**src/rtl/ram_bus_bridge.sv**
```systemverilog
// Bridges the CPU MEM-stage data port to an asynchronous 32-bit SRAM.
// It stalls the pipeline for a fixed number of wait cycles on every access.
module ram_bus_bridge #(
  parameter int unsigned WAIT_CYCLES = 2
) (
  input  logic        clk,
  input  logic        rst,
  input  logic        cpu_ce_i,
  input  logic        cpu_we_i,
  input  logic [3:0]  cpu_sel_i,
  input  logic [31:0] cpu_addr_i,
  input  logic [31:0] cpu_data_i,
  output logic [31:0] cpu_data_o,
  output logic        stall_o,
  output logic [17:0] sram_addr_o,
  output logic [31:0] sram_data_o,
  output logic        sram_data_oe_o,
  input  logic [31:0] sram_data_i,
  output logic        sram_ce_n_o,
  output logic        sram_oe_n_o,
  output logic        sram_we_n_o,
  output logic [3:0]  sram_be_n_o
);

  typedef enum logic [1:0] {
    IDLE   = 2'd0,
    ACCESS = 2'd1,
    DONE   = 2'd2
  } state_t;

  localparam logic [3:0] WAIT_LOAD = 4'(WAIT_CYCLES);

  state_t      state;
  state_t      state_next;
  logic [3:0]  count;
  logic [17:0] addr_q;
  logic [31:0] wdata_q;
  logic [3:0]  sel_q;
  logic        we_q;
  logic [31:0] rdata_q;
  logic        stall_int;

  // Byte offset and upper address bits are outside the 1 MiB SRAM window.
  logic unused_addr_bits;
  assign unused_addr_bits = ^{cpu_addr_i[31:20], cpu_addr_i[1:0]};

  always_ff @(posedge clk or posedge rst) begin
    if (rst) begin
      state   <= IDLE;
      count   <= '0;
      addr_q  <= '0;
      wdata_q <= '0;
      sel_q   <= '0;
      we_q    <= 1'b0;
      rdata_q <= '0;
    end else begin
      state <= state_next;
      case (state)
        IDLE: begin
          if (cpu_ce_i) begin
            addr_q  <= cpu_addr_i[19:2];
            wdata_q <= cpu_data_i;
            sel_q   <= cpu_sel_i;
            we_q    <= cpu_we_i;
            count   <= WAIT_LOAD;
          end
        end
        ACCESS: begin
          if (count != 4'd0) begin
            count <= count - 4'd1;
          end else if (!we_q) begin
            rdata_q <= sram_data_i;
          end
        end
        default: ;
      endcase
    end
  end

  // Strobes are only ever active in ACCESS; DONE gives address/data hold time.
  always_comb begin
    state_next     = state;
    stall_int      = 1'b0;
    sram_ce_n_o    = 1'b1;
    sram_oe_n_o    = 1'b1;
    sram_we_n_o    = 1'b1;
    sram_data_oe_o = 1'b0;
    sram_be_n_o    = 4'b1111;
    case (state)
      IDLE: begin
        if (cpu_ce_i) begin
          stall_int  = 1'b1;
          state_next = ACCESS;
        end
      end
      ACCESS: begin
        stall_int   = 1'b1;
        sram_ce_n_o = 1'b0;
        if (we_q) begin
          sram_we_n_o    = 1'b0;
          sram_data_oe_o = 1'b1;
          sram_be_n_o    = ~sel_q;
        end else begin
          sram_oe_n_o = 1'b0;
          sram_be_n_o = 4'b0000;
        end
        if (count == 4'd0) begin
          state_next = DONE;
        end
      end
      DONE: begin
        state_next = IDLE;
      end
      default: begin
        state_next = IDLE;
      end
    endcase
  end

  assign stall_o     = stall_int & ~rst;
  assign sram_addr_o = addr_q;
  assign sram_data_o = wdata_q;
  assign cpu_data_o  = rdata_q;

endmodule

```
**config.mk**
```make
export PLATFORM = sky130hd
export DESIGN_NAME = ram_bus_bridge
export DESIGN_NICKNAME = d
export VERILOG_FILES = /design/src/rtl/ram_bus_bridge.sv
export SDC_FILE = /design/constraint.sdc
export NUM_CORES = 1
export LEC_CHECK = 0
export ABC_CLOCK_PERIOD_IN_PS = 3700
export CELL_PAD_IN_SITES_DETAIL_PLACEMENT = 1
export CELL_PAD_IN_SITES_GLOBAL_PLACEMENT = 2
export CORE_MARGIN = 1.5
export CORE_UTILIZATION = 25
export CTS_CLUSTER_SIZE = 14
export DETAILED_ROUTE_END_ITERATION = 7
export GPL_TIMING_DRIVEN = 0
export PLACE_DENSITY_LB_ADDON = 0.08
export SLEW_MARGIN = 10
export SYNTH_ARGS = -nofsm -noshare
export SYNTH_HDL_FRONTEND = slang
export SYNTH_SLANG_ARGS = --single-unit
export TNS_END_PERCENT = 20
```
**constraint.sdc**
```tcl
create_clock -name clk -period 3.7 [get_ports clk]
set_clock_uncertainty 0.2 [all_clocks]
set_input_delay 0.74 -clock clk [delete_from_list [all_inputs] [get_ports clk]]
set_output_delay 0.74 -clock clk [all_outputs]
set_load 0.05 [all_outputs]
```
==> results of run 1 <==
==> kinds of logic after synthesis <==
kind of cell    share of synthesized area, %
flops                                  61.88
mux                                    29.01
simple gates                           4.159
buf+inv                                3.061
compound gates                         1.231
fa+ha+maj                             0.6652
==> worst max-delay path by stage <==
| stage | from | endpoint |
|---|---|---|
| final | cpu_ce_i | stall_o |
| after CTS | cpu_ce_i | stall_o |
| after detailed placement | cpu_ce_i | stall_o |
| after global routing | cpu_ce_i | stall_o |
| after global placement | rst | cpu_data_o[20] |
| after floorplan | rst | count[0] |
==> registers in the layout (all words and copies together) (netlist names) <==
| register | count |
|---|---|
| sram_addr_o | 18 |
| count | 4 |
| sel_q | 4 |
| cpu_data_o | 32 |
| we_q | 1 |
| sram_data_o | 32 |
| state | 2 |
==> layout make-up <==
type	count	area, sq um
timing repair buffer	181	1829
sequential	93	2327
clock buffer	12	246.5
inverter	6	27.53
fill	1459	8471
clock inverter	3	46.29
tap	184	230.2
multi-input combinational	121	1319
buffer	11	92.59
==> layer usage <==
layer / wire length, um / part of all wire [%] / track usage [%] / vias to the layer above
met5: 0 / 0 / 0 / -
met4: 182 / 1.9 / 5.147 / 0
met3: 1153 / 12 / 7.094 / 11
met2: 3996 / 42 / 17.68 / 127
met1: 4274 / 44 / 16.12 / 1277
li1: - / - / - / 1188
==> worst reg2reg max path: stages, from the launching register on <==
cell and delay [ps]:
dfrtp_1 400, inv_1 110, ha_1 190, nor3b_4 350, nand3_4 170, buf_6 210
mux2_4 310
==> per-stage QoR <==
step / instances / hold slack [ps]
2_1_floorplan: 231 / 275.1
3_3_place_gp: 595 / 286.4
3_5_place_dp: 596 / 290.4
4_1_cts: 611 / 304.9
5_1_grt: 611 / 317.2
6_report: 611 / 299.0
==> cell usage in the layout, fill, tap and decap left out, types with 3 or more instances in the layout <==
cell type and n:
o21ai_0 5, buf_4 5, buf_6 4, clkbuf_16 9
mux2_4 30, inv_1 4, clkdlybuf4s50_1 180, nand3_1 6
nand2_1 5, nor2_1 3, dfrtp_1 93, mux2_2 56
==> results.toml, run 1 <==
[timing]
worst_pin_slew_ps = 566.8
relSlewSlack_pct = 62.10
setup_viol = 0
period_minus_slack_ps = 3264
min_period_over_period_pct = 88.22
rsz0062_at_grt = "false"
hold_viol = 0
slew_violations = 0
fmax_ghz = 0.3063
tns_ps = 0
postLayoutSetupSlackWorst_ps = 435.7

[route]
wire_per_inst_um = 15.72
ant_nets = 0
routed_via_density = 4.260
drt_pass1_iterations = 2
drc_errors = 0
drt_iter0_drc = 66
dr_total_vias = 2603
totalWireLength_mm = 9.607

[final_layout]
layout-drive-gt1-share_pct = 27.40
utilization_pct = 41.94
nets = 529
final_cell_area_sq_um = 6118
antenna_cells = 0
areaGrowthSynthToFinish_pct = 62.67

[grt]
globalRouteOverflowTotal = 0
grt_max_degree = 48
grt_pass1_wl_mm = 15.54
antenna_found_initial = 0
gr-usage-all-layers_pct = 12.65
grt_pass1_vias = 2866

[critical_path]
required_ps = 2760
r2r_end = "cpu_data_o[11]"
path_cells = "clkdlybuf4s50_1, o21bai_1, nor2_1, clkdlybuf4s50_1"
path_delay_family = "buffers and inverters"
r2r_slack_ps = 1640
crit_top_cell = "clkdlybuf4s50_1"
reg2reg_depth = 6
arrival_ps = 2320
worstPathMaxFanout = 5
r2r_start = "count[0]"
crit_path_end_kind = "primary output"
path_class = "in2out"
cp_slowest_stage_delay_ps = 710
start_kind = "input pin"
cp.depth = 4
crit_path_top_delay_cell = "clkdlybuf4s50_1"
crit_buf_inv = 2

[die]
initial_utilization_pct = 25.78
ios = 195
core-area_sq_um = 14590
die_width_um = 125.7
die_y_um = 125.7
rows = 44
die_area_sq_um = 15790

[synth]
synth_cell_types = 27
synth_fp_nets = 337
synth_common_cells = "dfrtp_1, mux2_2, mux2_4"
synth_seq_cells = 93
synthFlopType = "dfrtp_1"
synth.largest_area_cell = "dfrtp_1"
synthCells = 231
synth_edf_count = 0
ys_seq_area_share_pct = 61.88
synth.most_common_cell = "dfrtp_1"
synth.avg_cell_area_sq_um = 16.28
synth_top_area_share_pct = 61.88
ys_warn_count = 0
synthArstFlopShare_pct = 100.0
ys_top_cells_by_area = "dfrtp_1, mux2_2, mux2_4, buf_6, buf_4"
netlist_area_sq_um = 3761

[clocking]
cts_buffers = 9
clkSinkCount = 93
cts_hold_buf = 0
ctsResizeCount = 0
cts_tree = "built"
h-tree-depth = 3
cts_max_path_buffers = 2
cts_root_buffer = "clkbuf_16"
clk_latency_ps = 340
path_clk_slew_ps = 60
cts_setup_buffers = 0

[worst_hold_path]
hold_end = "sel_q[2]"
worstHoldPathCells = 1
hp-class = "reg2reg"
min-delay-start = "sel_q[2]"

[placed_design]
postPlaceCellArea_sq_um = 5826
hpwl_mm = 7.012
dp_slack_ps = 440.2
gp_congestion = 0.7092
portBuffers = 180

[outcome]
status = "complete, no violations"

[run]
maxCapViolCount = 0
Power of run 1 is not shown: default switching activity piles up to over one toggle a cycle in this logic, so the estimate is an artifact.
==> run 2, diff against run 1 <==
CAP_MARGIN = 10   (was not set)
==> results of run 2 <==
Same layout as run 1: the final DEF is identical, and so are final timing and power.
Power of run 2 is left out for the same reason.
